`src/rtl/aes_pkg.sv`:
```
// Shared definitions for the iterative AES-128 controller.
// Contents: block width, FSM state type, the round-constant table, the S-box
// lookup function and the word-level helpers used in round-key expansion.
package aes_pkg;

    localparam int unsigned AES_BLK_W = 128;

    typedef enum logic [1:0] {
        ST_IDLE,
        ST_ROUND,
        ST_DONE
    } aes_fsm_e;

    // Round constants for rounds 1..10, stored at index round-1.
    localparam logic [0:9][7:0] RCON = {
        8'h01, 8'h02, 8'h04, 8'h08, 8'h10,
        8'h20, 8'h40, 8'h80, 8'h1b, 8'h36
    };

    localparam logic [0:255][7:0] SBOX_TBL = {
        128'h637c777bf26b6fc53001672bfed7ab76,
        128'hca82c97dfa5947f0add4a2af9ca472c0,
        128'hb7fd9326363ff7cc34a5e5f171d83115,
        128'h04c723c31896059a071280e2eb27b275,
        128'h09832c1a1b6e5aa0523bd6b329e32f84,
        128'h53d100ed20fcb15b6acbbe394a4c58cf,
        128'hd0efaafb434d338545f9027f503c9fa8,
        128'h51a3408f929d38f5bcb6da2110fff3d2,
        128'hcd0c13ec5f974417c4a77e3d645d1973,
        128'h60814fdc222a908846eeb814de5e0bdb,
        128'he0323a0a4906245cc2d3ac629195e479,
        128'he7c8376d8dd54ea96c56f4ea657aae08,
        128'hba78252e1ca6b4c6e8dd741f4bbd8b8a,
        128'h703eb5664803f60e613557b986c11d9e,
        128'he1f8981169d98e949b1e87e9ce5528df,
        128'h8ca1890dbfe6426841992d0fb054bb16
    };

    function automatic logic [7:0] sbox(input logic [7:0] a);
        return SBOX_TBL[a];
    endfunction

    // Round constant for round rc; zero outside 1..10.
    function automatic logic [7:0] rcon_of(input logic [3:0] rc);
        if (rc == 4'd0 || rc > 4'd10) begin
            return '0;
        end
        return RCON[rc - 4'd1];
    endfunction

    function automatic logic [31:0] rotword(input logic [31:0] w);
        return {w[23:0], w[31:24]};
    endfunction

    // One key-expansion step; subw is SubWord(RotWord(last word of rk)).
    function automatic logic [127:0] key_step(input logic [127:0] rk,
                                              input logic [31:0]  subw,
                                              input logic [7:0]   rcon);
        logic [31:0] w0, w1, w2, w3;
        w0 = rk[127:96] ^ subw ^ {rcon, 24'h000000};
        w1 = rk[95:64]  ^ w0;
        w2 = rk[63:32]  ^ w1;
        w3 = rk[31:0]   ^ w2;
        return {w0, w1, w2, w3};
    endfunction

endpackage

```
`src/rtl/aes_key_step.sv`:
```
// Combinational next-round-key generator for AES-128.
// Ports: rk_i - current round key; rcon_i - round constant for the step;
//        key_o - next round key.
module aes_key_step
    import aes_pkg::*;
(
    input  logic [127:0] rk_i,
    input  logic [7:0]   rcon_i,
    output logic [127:0] key_o
);

    logic [31:0] rot;
    logic [31:0] sub;

    assign rot = rotword(rk_i[31:0]);

    for (genvar g = 0; g < 4; g++) begin : g_sbox
        aes_sbox u_sbox (
            .a_i (rot[8*g +: 8]),
            .s_o (sub[8*g +: 8])
        );
    end

    assign key_o = key_step(rk_i, sub, rcon_i);

endmodule

```
`src/rtl/aes_sbox.sv`:
```
// Single-byte AES S-box lookup.
// Ports: a_i - input byte; s_o - substituted byte.
module aes_sbox
    import aes_pkg::*;
(
    input  logic [7:0] a_i,
    output logic [7:0] s_o
);

    assign s_o = sbox(a_i);

endmodule

```
`src/rtl/aes_round_ctrl.sv`:
```
// Iterative AES-128 encryption controller. Drives an external one-round
// datapath through NR rounds, expanding round keys on the fly.
// Ports:
//   clk, rst                         - clock, synchronous active-high reset
//   in_valid/in_ready/in_plain/in_key - request handshake and block + key
//   out_valid/out_ready/out_cipher    - result handshake and ciphertext
//   rnd_state_o/rnd_key_o/rnd_last_o  - operands presented to the datapath
//   rnd_state_i                       - datapath result
//   busy                              - controller not idle
module aes_round_ctrl
    import aes_pkg::*;
#(
    parameter int unsigned NR     = 10,
    parameter int unsigned DP_LAT = 0
) (
    input  logic                 clk,
    input  logic                 rst,
    input  logic                 in_valid,
    output logic                 in_ready,
    input  logic [AES_BLK_W-1:0] in_plain,
    input  logic [AES_BLK_W-1:0] in_key,
    output logic                 out_valid,
    input  logic                 out_ready,
    output logic [AES_BLK_W-1:0] out_cipher,
    output logic [AES_BLK_W-1:0] rnd_state_o,
    output logic [AES_BLK_W-1:0] rnd_key_o,
    output logic                 rnd_last_o,
    input  logic [AES_BLK_W-1:0] rnd_state_i,
    output logic                 busy
);

    if (NR != 10) begin : g_nr_check
        $error("aes_round_ctrl: only NR=10 is supported");
    end
    if (DP_LAT > 1) begin : g_lat_check
        $error("aes_round_ctrl: DP_LAT must be 0 or 1");
    end

    localparam logic [3:0] RC_LAST   = 4'(NR);
    localparam logic       WAIT_LAST = 1'(DP_LAT);

    aes_fsm_e             fsm_q;
    logic [AES_BLK_W-1:0] state_q;
    logic [AES_BLK_W-1:0] rk_q;
    logic [AES_BLK_W-1:0] key_d;
    logic [3:0]           rc_q;
    logic                 wait_q;

    logic in_round;
    logic accept;
    logic hold_last;
    logic round_bad;

    aes_key_step u_key_step (
        .rk_i   (rk_q),
        .rcon_i (rcon_of(rc_q)),
        .key_o  (key_d)
    );

    assign in_round  = (fsm_q == ST_ROUND);
    assign out_valid = (fsm_q == ST_DONE);
    assign busy      = (fsm_q != ST_IDLE);

    // Ready also reflects out_ready while DONE so a new block can be taken in
    // the same cycle as the result handshake; held low during reset.
    assign in_ready = ~rst & ((fsm_q == ST_IDLE) | ((fsm_q == ST_DONE) & out_ready));
    assign accept   = in_valid & in_ready;

    assign hold_last = (wait_q == WAIT_LAST);
    // Counters outside their legal range end the block instead of running on.
    assign round_bad = (rc_q == 4'd0) || (rc_q > RC_LAST) || (wait_q > WAIT_LAST);

    // Datapath operands are zeroed outside ROUND so nothing leaks when idle.
    assign rnd_state_o = in_round ? state_q : '0;
    assign rnd_key_o   = in_round ? key_d : '0;
    assign rnd_last_o  = in_round & (rc_q == RC_LAST);
    assign out_cipher  = out_valid ? state_q : '0;

    always_ff @(posedge clk) begin
        if (rst) begin
            fsm_q   <= ST_IDLE;
            state_q <= '0;
            rk_q    <= '0;
            rc_q    <= '0;
            wait_q  <= '0;
        end else if (accept) begin
            state_q <= in_plain ^ in_key;
            rk_q    <= in_key;
            rc_q    <= 4'd1;
            wait_q  <= '0;
            fsm_q   <= ST_ROUND;
        end else begin
            case (fsm_q)
                ST_ROUND: begin
                    if (round_bad) begin
                        wait_q <= '0;
                        fsm_q  <= ST_DONE;
                    end else if (hold_last) begin
                        state_q <= rnd_state_i;
                        rk_q    <= key_d;
                        wait_q  <= '0;
                        if (rc_q == RC_LAST) begin
                            fsm_q <= ST_DONE;
                        end else begin
                            rc_q <= rc_q + 4'd1;
                        end
                    end else begin
                        wait_q <= wait_q + 1'b1;
                    end
                end
                ST_DONE: begin
                    if (out_ready) begin
                        fsm_q <= ST_IDLE;
                    end
                end
                ST_IDLE: ;
                default: fsm_q <= ST_IDLE;
            endcase
        end
    end

endmodule

```
`config.mk`:
```
export PLATFORM = sky130hd
export DESIGN_NAME = aes_round_ctrl
export DESIGN_NICKNAME = d
export VERILOG_FILES = /design/src/rtl/aes_pkg.sv /design/src/rtl/aes_key_step.sv /design/src/rtl/aes_sbox.sv /design/src/rtl/aes_round_ctrl.sv
export SDC_FILE = /design/constraint.sdc
export NUM_CORES = 2
export LEC_CHECK = 0
export ABC_CLOCK_PERIOD_IN_PS = 6300
export CORE_AREA = 2 2 306 308
export CTS_CLUSTER_DIAMETER = 60
export DETAILED_ROUTE_END_ITERATION = 16
export DIE_AREA = 0 0 308 310
export PLACE_DENSITY_LB_ADDON = 0.2
export SKIP_CTS_REPAIR_TIMING = 1
export SKIP_LAST_GASP = 1
export SLEW_MARGIN = 20
export SYNTH_ARGS = -nofsm -noshare
export SYNTH_HDL_FRONTEND = slang
export SYNTH_SLANG_ARGS = --single-unit
```
`constraint.sdc`:
```
create_clock -name clk -period 6.3 [get_ports clk]
set_clock_uncertainty 0.2 [all_clocks]
set_input_delay 1.26 -clock clk [delete_from_list [all_inputs] [get_ports clk]]
set_output_delay 1.26 -clock clk [all_outputs]
set_load 0.02 [all_outputs]
```
==> impl_metrics.json <==
{
  "status": "finished with violations",
  "violations": "setup timing",
  "switching_share_pct": 45.8,
  "antenna_found_initial": 35,
  "crit_family": "buffers and inverters",
  "coreArea_sq_um": 92500,
  "cts.clk_slew.worst_paths_ns": 0.06,
  "gp_congestion": 1.08,
  "grt_pass1_vias": 38032,
  "utilization_pct": 46.8,
  "final_area_sq_um": 43300,
  "nets": 5563,
  "end_kind": "primary output",
  "required_ns": 4.84,
  "startpoint_type": "register",
  "instances_no_fill": 6366,
  "synthFlopType": "dfxtp_1",
  "grt_pass1_wl_mm": 317,
  "hold_viol": 0,
  "yosysUniqueCellTypes": 108,
  "synth_top_area_share_pct": 16.6,
  "fillers": 9388,
  "first_pass_iters": 9,
  "cpMostUsedCell": "buf_4",
  "worst_pin_slew_ns": 1.13,
  "cts_buffers": 42,
  "cts.path.max_buffers": 3,
  "cts.sinks": 262,
  "yosysMostFrequentCell": "nor2_1",
  "hold_slack_ns": 0.294,
  "critPathKind": "register to primary output",
  "synthCells": 4446,
  "critical-path-slowest-cell": "clkinv_1",
  "ys_top_cells_by_count": "588 x nor2_1, 318 x and2_1, 305 x clkbuf_1",
  "place_area_sq_um": 41400,
  "start_util_pct": 34.1,
  "drtIter0Drc": 6392,
  "min_period_over_period_pct": 100,
  "synth_edf_count": 0,
  "grt_start_max_net_pins": 150,
  "fp.dieH_microns": 310,
  "routed_wl_mm": 238,
  "critPathBufInv": 4,
  "ys_ff_latch": 262,
  "cp.arrival_ns": 4.86,
  "synth_nets": 4896,
  "htreeDepth": 2,
  "p_per_area_nw_per_um2": 234,
  "hp-class": "register to register",
  "clkPwrFrac_pct": 25.1,
  "pre_cts_slack_ns": 0.0932,
  "area_growth_pct": 37.3,
  "netlist_area_sq_um": 31500,
  "detail_route.wl_per_cell_microns": 37.4,
  "crit_chain": "buf_4, clkinv_1, o21ai_0, o221ai_1, a32oi_1, mux2i_1, o2111ai_2, xnor2_4, buf_4, xnor2_1, nor2_1, clkdlybuf4s50_1",
  "finalSetupViolCount": 2,
  "vias": 42384,
  "root_buffer": "clkbuf_16",
  "maxCapViolations": 0,
  "grt-ovfl-total": 0,
  "leakagePower_nw": 15.7,
  "seq_area_frac_synth_pct": 16.6,
  "ir_worst_vdd_v": 0.000193,
  "yosysWarnings": 0,
  "slew_headroom_pct": 24.6,
  "io_pins": 776,
  "critPathMaxFanout": 17,
  "drive_gt1_share_pct": 11.6,
  "hpwlAfterDp_mm": 183,
  "synth_top_cell_by_area": "dfxtp_1",
  "die_area_sq_um": 95500,
  "ys_async_sr_fraction_pct": 0,
  "fin_ws_ns": -0.0242,
  "dp.cells": 6253,
  "drv_slew": 0,
  "slowest_delay_ns": 0.63,
  "syn_avg_cell_area_sq_um": 7.09,
  "vias_per_cell": 6.66,
  "grt_usage_pct": 47.1,
  "rows": 112,
  "combPwrFrac_pct": 54.9,
  "switching_power_w": 0.00464,
  "clock.fmax_mhz": 158,
  "rsz0062_at_grt": "yes",
  "drt.antenna.violating_nets": 0,
  "power.internal_w": 0.00549,
  "period_needed_ns": 6.32,
  "cts_tree": "done",
  "drc": 0,
  "seq_power_share_pct": 20.0,
  "die_w_microns": 308,
  "synth_area_leaders": "dfxtp_1 17%, nor2_1 7.0%, and2_1 6.3%, xnor2_1 6.2%, a221oi_1 4.7%",
  "insertion_delay_ns": 0.60,
  "numPortBuffers": 775
}
==> final cells by class <==
class / count / area [sq um] / area share [%]
sequential: 262 / 5280 / 12.2
timing repair buffer: 1099 / 10600 / 24.5
inverter: 54 / 214 / 0.494
tap: 1197 / 1500 / 3.46
clock buffer: 58 / 1170 / 2.71
antenna: 24 / 60.1 / 0.139
multi-input combinational: 3654 / 24200 / 55.9
clock inverter: 18 / 275 / 0.636
==> placed cells by master, fill, tap and decap left out, drive strengths merged, types with 110 or more instances in the layout <==
master,Yosys,layout
buf,171,354
nand3,112,112
xnor2,231,231
o21ai,205,205
a21oi,231,231
nor2b,124,124
a221oi,171,171
nand2b,119,119
clkdlybuf4s50,0,741
nand2,239,239
nor2,592,592
nor3,134,134
dfxtp,262,262
and2,319,319
a31oi,110,110
==> power by group through the flow <==
stage | Clock [W] | Sequential, W | Combinational (W)
3_3_place_gp | 0 | 0.00204 | 0.00529
2_1_floorplan | 0 | 0.00190 | 0.00277
4_1_cts | 0.00252 | 0.00201 | 0.00525
6_report | 0.00254 | 0.00203 | 0.00556
3_5_place_dp | 0 | 0.00204 | 0.00522
5_1_grt | 0.00259 | 0.00203 | 0.00571
==> cells by family (layout without fill, tap and decap cells) <==
group / count (synthesis) / in the layout / share of synthesized area [%]
compound gates: 1316 / 1316 / 29.8
xor+xnor: 295 / 295 / 9.14
fa+ha+maj: 63 / 63 / 2.49
buf+inv: 530 / 1229 / 7.35
flops: 262 / 262 / 16.6
mux: 93 / 93 / 4.30
other cells: 0 / 24 / 0
simple gates: 1887 / 1887 / 30.3
==> sequential cells by signal, summed over array words and instances, names as in the netlist <==
signal	cells
rc_q	4
state_q	128
fsm_q	2
rk_q	128
==> metal layers <==
metal	wire, microns	share of wire (%)	track usage, %	vias to the layer above
li1	-	-	-	17612
met1	86900	37	56.8	20480
met2	96000	40	67.0	3498
met3	32700	14	18.4	770
met4	21900	9.2	34.7	24
met5	625	0.26	4.80	-
==> final timing paths <==
| path | cells past startpoint | startpoint | slack, ns | endpoint |
|---|---|---|---|---|
| max reg2reg | 12 | rk_q[2] | 1.97 | rk_q[9] |
| min reg2reg | 2 | rk_q[79] | 0.29 | rk_q[79] |
| max | 12 | rk_q[4] | -0.02 | rnd_key_o[11] |
| min | 2 | rk_q[79] | 0.29 | rk_q[79] |
==> worst min-delay path, stage by stage (launching register included) <==
cell and delay, ns:
dfxtp_1 0.33, nand2_1 0.06, a21oi_1 0.05
==> stage by stage <==
stage | TNS, ns | total power, W
CTS | -2.68 | 0.00978
finish | -0.0452 | 0.0101
global route | -0.0792 | 0.0103
global placement | 0 | 0.00733
detailed placement | 0 | 0.00726
floorplan | 0 | 0.00467
(Power assumes the default switching activity.)
